--- config.mk ---
export PLATFORM = sky130hd
export DESIGN_NAME = ppu_row_scheduler_flat
export DESIGN_NICKNAME = d
export VERILOG_FILES = /design/src/rtl/ppu_pkg.sv /design/src/rtl/ppu_row_scheduler_if.sv /design/src/rtl/ppu_sat_counter.sv /design/src/rtl/ppu_row_scheduler.sv /design/src/flat_wrapper.sv
export SDC_FILE = /design/constraint.sdc
export NUM_CORES = 1
export LEC_CHECK = 0
export BUFFER_PORTS_ARGS = -buffer_cell sky130_fd_sc_hd__clkbuf_2
export CORE_MARGIN = 2
export CORE_UTILIZATION = 55
export CTS_CLUSTER_DIAMETER = 60
export DETAILED_ROUTE_END_ITERATION = 8
export PLACE_DENSITY = 0.95
export SLEW_MARGIN = 40
export SYNTH_ARGS = -nofsm -noshare
export SYNTH_HDL_FRONTEND = slang
export SYNTH_SLANG_ARGS = --single-unit
--- constraint.sdc ---
create_clock -name clk -period 5.6 [get_ports clk]
set_input_delay 0.84 -clock clk [delete_from_list [all_inputs] [get_ports clk]]
set_output_delay 0.84 -clock clk [all_outputs]
set_load 0.02 [all_outputs]
--- src/rtl/ppu_pkg.sv ---
// Shared types and constants for the PPU row scheduler.
// Pure declarations: no latency, no flow control.
package ppu_pkg;

    localparam int ROW_W        = 8;
    localparam int DEF_NUM_ROWS = 240;

    typedef enum logic [1:0] {
        IDLE  = 2'd0,
        FETCH = 2'd1,
        MIX   = 2'd2,
        SYNC  = 2'd3
    } sched_state_t;

endpackage

--- src/rtl/ppu_row_scheduler_if.sv ---
// Strobe, stage-handshake and status bundle between the PPU row scheduler and its environment.
// Wires only: no latency, no backpressure.
interface ppu_row_scheduler_if
    import ppu_pkg::*;
#(
    parameter int OVR_W = 16
);

    logic             rowram_swap;
    logic             vblank_start;
    logic             vblank_end_soon;
    logic [ROW_W-1:0] next_row;

    logic             bg_start;
    logic             spr_start;
    logic [ROW_W-1:0] render_row;
    logic             bg_done;
    logic             spr_done;
    logic             mix_start;
    logic             mix_done;
    logic             row_done;

    logic             vram_sync_req;
    logic             vram_sync_ack;
    logic             sync_cut;

    logic             busy;
    logic             overrun;
    logic [OVR_W-1:0] overrun_count;

    modport master (
        input  rowram_swap, vblank_start, vblank_end_soon, next_row,
        input  bg_done, spr_done, mix_done, vram_sync_ack,
        output bg_start, spr_start, render_row, mix_start, row_done,
        output vram_sync_req, sync_cut, busy, overrun, overrun_count
    );

    modport slave (
        output rowram_swap, vblank_start, vblank_end_soon, next_row,
        output bg_done, spr_done, mix_done, vram_sync_ack,
        input  bg_start, spr_start, render_row, mix_start, row_done,
        input  vram_sync_req, sync_cut, busy, overrun, overrun_count
    );

endinterface

--- src/rtl/ppu_sat_counter.sv ---
// Saturating up-counter: sticks at all-ones instead of wrapping.
// Count updates on the clock edge that samples inc; no backpressure.
module ppu_sat_counter #(
    parameter int W = 16
) (
    input  logic         clk,
    input  logic         rst_n,
    input  logic         inc,
    output logic [W-1:0] count
);

    always_ff @(posedge clk or negedge rst_n) begin
        if (!rst_n) begin
            count <= '0;
        end else if (inc && (count != '1)) begin
            count <= count + W'(1);
        end
    end

endmodule

--- src/rtl/ppu_row_scheduler.sv ---
// Per-row PPU scheduler: parallel bg/sprite fetch, then mix, plus a vblank VRAM sync window.
// All outputs registered (1-cycle latency from the causing input); no backpressure, late render requests are dropped and counted.
module ppu_row_scheduler
    import ppu_pkg::*;
#(
    parameter int NUM_ROWS = DEF_NUM_ROWS,
    parameter int OVR_W    = 16
) (
    input  logic                clk,
    input  logic                rst_n,
    ppu_row_scheduler_if.master bus
);

    localparam logic [ROW_W:0] ROW_LIMIT = (ROW_W + 1)'(NUM_ROWS);

    sched_state_t     state, state_nxt;
    logic [ROW_W-1:0] render_row, row_nxt;
    logic             bg_seen, bg_seen_nxt;
    logic             spr_seen, spr_seen_nxt;
    logic             sync_pending, sync_pending_nxt;

    logic             start_q, start_nxt;
    logic             mix_start_q, mix_start_nxt;
    logic             row_done_q, row_done_nxt;
    logic             sync_cut_q, sync_cut_nxt;
    logic             overrun_q, overrun_nxt;
    logic             vram_sync_req_q;
    logic             busy_q;
    logic [OVR_W-1:0] overrun_count;

    logic row_ok;
    logic rreq_vld;
    logic swap_vld;
    logic vend_vld;
    logic bg_all;
    logic spr_all;

    assign row_ok   = ({1'b0, bus.next_row} < ROW_LIMIT);
    assign swap_vld = bus.rowram_swap & row_ok;
    assign vend_vld = bus.vblank_end_soon & row_ok;
    assign rreq_vld = swap_vld | vend_vld;

    // A done in the same cycle as the other stage's flag completes the pair.
    assign bg_all  = bg_seen  | bus.bg_done;
    assign spr_all = spr_seen | bus.spr_done;

    always_comb begin
        state_nxt        = state;
        row_nxt          = render_row;
        bg_seen_nxt      = bg_seen;
        spr_seen_nxt     = spr_seen;
        sync_pending_nxt = sync_pending;
        start_nxt        = 1'b0;
        mix_start_nxt    = 1'b0;
        row_done_nxt     = 1'b0;
        sync_cut_nxt     = 1'b0;
        overrun_nxt      = 1'b0;

        unique case (state)
            IDLE: begin
                if (rreq_vld) begin
                    row_nxt      = bus.next_row;
                    start_nxt    = 1'b1;
                    bg_seen_nxt  = 1'b0;
                    spr_seen_nxt = 1'b0;
                    state_nxt    = FETCH;
                    if (bus.vblank_start) begin
                        sync_pending_nxt = 1'b1;
                    end
                end else if (bus.vblank_start) begin
                    state_nxt = SYNC;
                end
            end

            FETCH: begin
                if (rreq_vld) begin
                    overrun_nxt = 1'b1;
                end
                if (bus.vblank_start) begin
                    sync_pending_nxt = 1'b1;
                end
                if (bg_all && spr_all) begin
                    bg_seen_nxt   = 1'b0;
                    spr_seen_nxt  = 1'b0;
                    mix_start_nxt = 1'b1;
                    state_nxt     = MIX;
                end else begin
                    bg_seen_nxt  = bg_all;
                    spr_seen_nxt = spr_all;
                end
            end

            MIX: begin
                if (rreq_vld) begin
                    overrun_nxt = 1'b1;
                end
                if (bus.vblank_start) begin
                    sync_pending_nxt = 1'b1;
                end
                if (bus.mix_done) begin
                    row_done_nxt = 1'b1;
                    if (sync_pending || bus.vblank_start) begin
                        sync_pending_nxt = 1'b0;
                        state_nxt        = SYNC;
                    end else begin
                        state_nxt = IDLE;
                    end
                end
            end

            SYNC: begin
                // Row 0 prefetch outranks the VRAM window.
                if (vend_vld) begin
                    row_nxt      = bus.next_row;
                    start_nxt    = 1'b1;
                    bg_seen_nxt  = 1'b0;
                    spr_seen_nxt = 1'b0;
                    sync_cut_nxt = !bus.vram_sync_ack;
                    state_nxt    = FETCH;
                end else begin
                    if (swap_vld) begin
                        overrun_nxt = 1'b1;
                    end
                    if (bus.vram_sync_ack) begin
                        state_nxt = IDLE;
                    end
                end
            end

            default: begin
                state_nxt = IDLE;
            end
        endcase
    end

    always_ff @(posedge clk or negedge rst_n) begin
        if (!rst_n) begin
            state           <= IDLE;
            render_row      <= '0;
            bg_seen         <= 1'b0;
            spr_seen        <= 1'b0;
            sync_pending    <= 1'b0;
            start_q         <= 1'b0;
            mix_start_q     <= 1'b0;
            row_done_q      <= 1'b0;
            sync_cut_q      <= 1'b0;
            overrun_q       <= 1'b0;
            vram_sync_req_q <= 1'b0;
            busy_q          <= 1'b0;
        end else begin
            state           <= state_nxt;
            render_row      <= row_nxt;
            bg_seen         <= bg_seen_nxt;
            spr_seen        <= spr_seen_nxt;
            sync_pending    <= sync_pending_nxt;
            start_q         <= start_nxt;
            mix_start_q     <= mix_start_nxt;
            row_done_q      <= row_done_nxt;
            sync_cut_q      <= sync_cut_nxt;
            overrun_q       <= overrun_nxt;
            vram_sync_req_q <= (state_nxt == SYNC);
            busy_q          <= (state_nxt != IDLE);
        end
    end

    ppu_sat_counter #(
        .W (OVR_W)
    ) u_ovr_cnt (
        .clk   (clk),
        .rst_n (rst_n),
        .inc   (overrun_nxt),
        .count (overrun_count)
    );

    assign bus.bg_start      = start_q;
    assign bus.spr_start     = start_q;
    assign bus.render_row    = render_row;
    assign bus.mix_start     = mix_start_q;
    assign bus.row_done      = row_done_q;
    assign bus.vram_sync_req = vram_sync_req_q;
    assign bus.sync_cut      = sync_cut_q;
    assign bus.busy          = busy_q;
    assign bus.overrun       = overrun_q;
    assign bus.overrun_count = overrun_count;

endmodule

--- src/flat_wrapper.sv ---
// flat-port wrapper written by rule: the top's interface ports become plain ports
module ppu_row_scheduler_flat import ppu_pkg::*;
#(
    parameter int NUM_ROWS = DEF_NUM_ROWS,
    parameter int OVR_W    = 16
)
  (clk, rst_n, bus_rowram_swap, bus_vblank_start, bus_vblank_end_soon, bus_next_row, bus_bg_done, bus_spr_done, bus_mix_done, bus_vram_sync_ack, bus_bg_start, bus_spr_start, bus_render_row, bus_mix_start, bus_row_done, bus_vram_sync_req, bus_sync_cut, bus_busy, bus_overrun, bus_overrun_count);
  ppu_row_scheduler_if #(.OVR_W(OVR_W)) bus_i ();
  input  logic clk;
  input  logic rst_n;
  input wire logic [$bits(bus_i.rowram_swap)-1:0] bus_rowram_swap;
  input wire logic [$bits(bus_i.vblank_start)-1:0] bus_vblank_start;
  input wire logic [$bits(bus_i.vblank_end_soon)-1:0] bus_vblank_end_soon;
  input wire logic [$bits(bus_i.next_row)-1:0] bus_next_row;
  input wire logic [$bits(bus_i.bg_done)-1:0] bus_bg_done;
  input wire logic [$bits(bus_i.spr_done)-1:0] bus_spr_done;
  input wire logic [$bits(bus_i.mix_done)-1:0] bus_mix_done;
  input wire logic [$bits(bus_i.vram_sync_ack)-1:0] bus_vram_sync_ack;
  output wire logic [$bits(bus_i.bg_start)-1:0] bus_bg_start;
  output wire logic [$bits(bus_i.spr_start)-1:0] bus_spr_start;
  output wire logic [$bits(bus_i.render_row)-1:0] bus_render_row;
  output wire logic [$bits(bus_i.mix_start)-1:0] bus_mix_start;
  output wire logic [$bits(bus_i.row_done)-1:0] bus_row_done;
  output wire logic [$bits(bus_i.vram_sync_req)-1:0] bus_vram_sync_req;
  output wire logic [$bits(bus_i.sync_cut)-1:0] bus_sync_cut;
  output wire logic [$bits(bus_i.busy)-1:0] bus_busy;
  output wire logic [$bits(bus_i.overrun)-1:0] bus_overrun;
  output wire logic [$bits(bus_i.overrun_count)-1:0] bus_overrun_count;
  assign bus_i.rowram_swap = bus_rowram_swap;
  assign bus_i.vblank_start = bus_vblank_start;
  assign bus_i.vblank_end_soon = bus_vblank_end_soon;
  assign bus_i.next_row = bus_next_row;
  assign bus_i.bg_done = bus_bg_done;
  assign bus_i.spr_done = bus_spr_done;
  assign bus_i.mix_done = bus_mix_done;
  assign bus_i.vram_sync_ack = bus_vram_sync_ack;
  assign bus_bg_start = bus_i.bg_start;
  assign bus_spr_start = bus_i.spr_start;
  assign bus_render_row = bus_i.render_row;
  assign bus_mix_start = bus_i.mix_start;
  assign bus_row_done = bus_i.row_done;
  assign bus_vram_sync_req = bus_i.vram_sync_req;
  assign bus_sync_cut = bus_i.sync_cut;
  assign bus_busy = bus_i.busy;
  assign bus_overrun = bus_i.overrun;
  assign bus_overrun_count = bus_i.overrun_count;
  ppu_row_scheduler #(.NUM_ROWS(NUM_ROWS), .OVR_W(OVR_W)) u_core (.clk(clk), .rst_n(rst_n), .bus(bus_i));
endmodule
==> flow_summary_export.csv <==
group,metric,value,unit
outcome,status,"finished clean",
global_route,track_usage,19.6,%
synth,ys.flop_type,"dfrtp_1",
synth,yosysMostFrequentCell,"dfrtp_1",
detailed_routing,vias_per_cell,5.35,
worst_setup_path,crit_type,"flop to flop",
timing,holdWs,471,ps
detailed_routing,ant_nets,0,
detailed_routing,drt-initial-drc-count,36,
clock_network,cts_tree,"built",
pwr,p_leak,1.05,nW
timing,fin_crit,1980,ps
timing,tightest_slew,470,ps
global_route,antenna_found_initial,0,
clock_network,numCtsBuffers,5,
pwr,power_density,492,nW/um^2
synth,ys_ff_latch,36,
synth,synthTopCellsByCount,"36 x dfrtp_1, 11 x a21oi_1, 11 x inv_1, 11 x nand2_1, 11 x xnor2_1",
clock_network,cts-root-buf,"clkbuf_4",
detailed_routing,first_pass_iters,4,
clock_network,clk_pin_slew,100,ps
pwr,seqPwrFrac,38.8,%
worst_setup_path,crit_slowest_cell,"dfrtp_1",
pwr,pwr-share-comb,47.5,%
global_route,grt_max_degree,37,
timing,rsz0062_at_grt,"no",
synth,synth.avg_cell_area,11.5,um^2
worst_setup_path,crit_path_start_kind,"flop",
synth,synth_top_area_share,51.8,%
layout,area_growth,20.1,%
detailed_routing,vias,1344,
floorplanning,ios,49,
timing,finalHoldViolations,0,
timing,fin_crit_sh,35.4,%
floorplanning,die_h,60.3,um
layout,final_nets,229,
placed_design,io_buffers,48,
worst_setup_path,cp_cell_sequence,"inv_1 -> ha_1 -> or2_2 -> a21oi_2 -> mux2_2",
placed_design,gp_congestion,0.818,
layout,fillCellCount,251,
layout,n_antenna_cell,0,
pwr,switching_share,41.0,%
synth,synth_top_area_cell,"dfrtp_1",
synth,ys_async_sr_fraction,100,%
pwr,power.net_switching,0.422,mW
pwr,p_int,0.607,mW
global_route,grt_overflow,0,
global_route,grt_pass1_wl,5190,um
synth,synth_area_leaders,"dfrtp_1 52%, mux2_2 5.8%, xnor2_1 5.5%",
worst_setup_path,worstSetupEndpointType,"flop",
timing,setup_violations,0,
synth,synth_cells,152,
clock_network,cts-hold-fix-buffers,0,
detailed_routing,drt_wl_total,3210,um
floorplanning,design.die.area,3630,um^2
clock_network,cts_setup_buffers,0,
floorplanning,start_util,57.5,%
timing,fin_setup_tns,0,ps
timing,slew_headroom,68.6,%
layout,drive_gt1_share,35.7,%
timing,skew,8.10,ps
floorplanning,num_rows,20,
worst_setup_path,crit_required,5830,ps
synth,synth-seq-area-share,51.8,%
clock_network,cts_resized,0,
synth,syn_nets,175,
synth,synth_cell_types,38,
global_route,grt_pass1_vias,1236,
pwr,finalPower,1.03,mW
worst_setup_path,critPathTopFamily,"flip-flops",
timing,finalMaxSlewViolations,0,
synth,synth-edff-count,0,
floorplanning,die_x,60.3,um
clock_network,clk_latency,330,ps
clock_network,cts_max_path_buffers,2,
placed_design,dp_hpwl,2450,um
timing,fin_ws,3620,ps
detailed_routing,drc_errors,0,
synth,syn_area,1740,um^2
worst_setup_path,cp_max_fo,8,
clock_network,htree_num_levels,2,
floorplanning,core_area,3030,um^2
layout,post-route-util,69.0,%
worst_setup_path,worstPathArrival,2210,ps
detailed_routing,wl_per_cell,12.8,um
clock_network,cts.sinks,36,
hold_path,hp-class,"input port to asynchronous set/reset pin",
worst_setup_path,crit_path_max_incr_delay,420,ps
pwr,clkPwrFrac,13.7,%
placed_design,dpl_worst_slack,3380,ps
synth,yosys_warnings,0,
pwr,max-vdd-ir-drop,0.249,mV
run,cap_viol_max_count,0,
timing,fmax,505,MHz
worst_setup_path,path_buf_inv,1,
==> cells by family after synthesis <==
kind of cell    share of synthesized area [%]
mux                                      6.40
xor+xnor                                 7.55
simple gates                             15.4
compound gates                           11.8
fa+ha+maj                                4.31
buf+inv                                  2.80
flops                                    51.8
==> stage by stage <==
stage | cells | area [um^2]
3_3_place_gp | 243 | 2030
3_5_place_dp | 243 | 2030
2_1_floorplan | 152 | 1740
4_1_cts | 251 | 2090
6_report | 251 | 2090
5_1_grt | 251 | 2090
==> state kept, by name, summed over array words and instances, names as in the netlist <==
signal,cells
u_core.bg_seen,1
u_core.bus.bg_start,1
u_core.bus.busy,1
u_core.bus.mix_start,1
u_core.bus.overrun,1
u_core.bus.render_row,8
u_core.bus.row_done,1
u_core.bus.sync_cut,1
u_core.bus.vram_sync_req,1
u_core.spr_seen,1
u_core.state,2
u_core.sync_pending,1
u_core.u_ovr_cnt.count,16
==> layout by cell type (no fill, tap or decap), types with 2 or more instances in the layout <==
| cell | Yosys | layout |
|---|---|---|
| nor3_1 | 2 | 2 |
| nand3_1 | 4 | 4 |
| ha_1 | 6 | 6 |
| clkbuf_2 | 0 | 47 |
| dfrtp_1 | 36 | 36 |
| nand4_1 | 7 | 7 |
| or3_1 | 2 | 2 |
| nand2_1 | 11 | 11 |
| and3_1 | 4 | 4 |
| nor2_1 | 5 | 5 |
| clkbuf_4 | 0 | 6 |
| clkbuf_1 | 0 | 2 |
| xor2_1 | 4 | 4 |
| a22oi_1 | 2 | 2 |
| a21oi_1 | 11 | 11 |
| and2_1 | 3 | 3 |
| xnor2_1 | 11 | 11 |
| inv_1 | 11 | 11 |
| o21ai_0 | 2 | 2 |
| mux2_2 | 9 | 9 |
| or2_2 | 2 | 2 |
==> cell type report <==
| class | instances | area (um^2) | share of cell area (%) |
|---|---|---|---|
| Sequential cell | 36 | 901 | 43.1 |
| Clock buffer | 8 | 58.8 | 2.81 |
| Tap cell | 44 | 55.1 | 2.63 |
| Multi-Input combinational cell | 104 | 791 | 37.8 |
| Timing Repair Buffer | 48 | 243 | 11.6 |
| Inverter | 11 | 41.3 | 1.98 |
==> worst paths after layout <==
check / from / end / slack (ps) / cells after the start
worst max-delay path: u_core.state[0] / u_core.bus.render_row[2] / 3620 / 5
worst min-delay path: rst_n / u_core.bus.mix_start / 470 / 1
worst max register to register: u_core.state[0] / u_core.bus.render_row[2] / 3620 / 5
worst min register to register: u_core.u_ovr_cnt.count[15] / u_core.u_ovr_cnt.count[15] / 500 / 1
max in group asynchronous: rst_n / u_core.bus.render_row[0] / 4790 / 1
min in group clk: u_core.u_ovr_cnt.count[15] / u_core.u_ovr_cnt.count[15] / 500 / 1
==> power by group through the flow <==
| stage | Combinational, mW | Clock, mW | Sequential (mW) |
|---|---|---|---|
| floorplan | 0.284 | 0 | 0.479 |
| global placement | 0.478 | 0 | 0.402 |
| detailed placement | 0.492 | 0 | 0.404 |
| CTS | 0.494 | 0.147 | 0.399 |
| global route | 0.537 | 0.161 | 0.410 |
| finish | 0.488 | 0.141 | 0.399 |
==> worst register-to-register path, delay by kind of cell (launching register included) <==
family,cells,cell delay [ps]
adders and majority gates,1,230
buffers and inverters,1,100
AOI/OAI and AO/OA,1,390
muxes,1,390
and+or+nand+nor,1,330
DFF,1,420
==> routing by layer <==
metal | routed length [um] | up-vias | GRT usage (%)
met1 | 1390 | 624 | 23.3
met4 | 90 | 0 | 10.5
met3 | 212 | 11 | 6.06
met5 | 0 | - | 0
li1 | - | 652 | -
met2 | 1510 | 57 | 31.7
(Power assumes the default switching activity.)
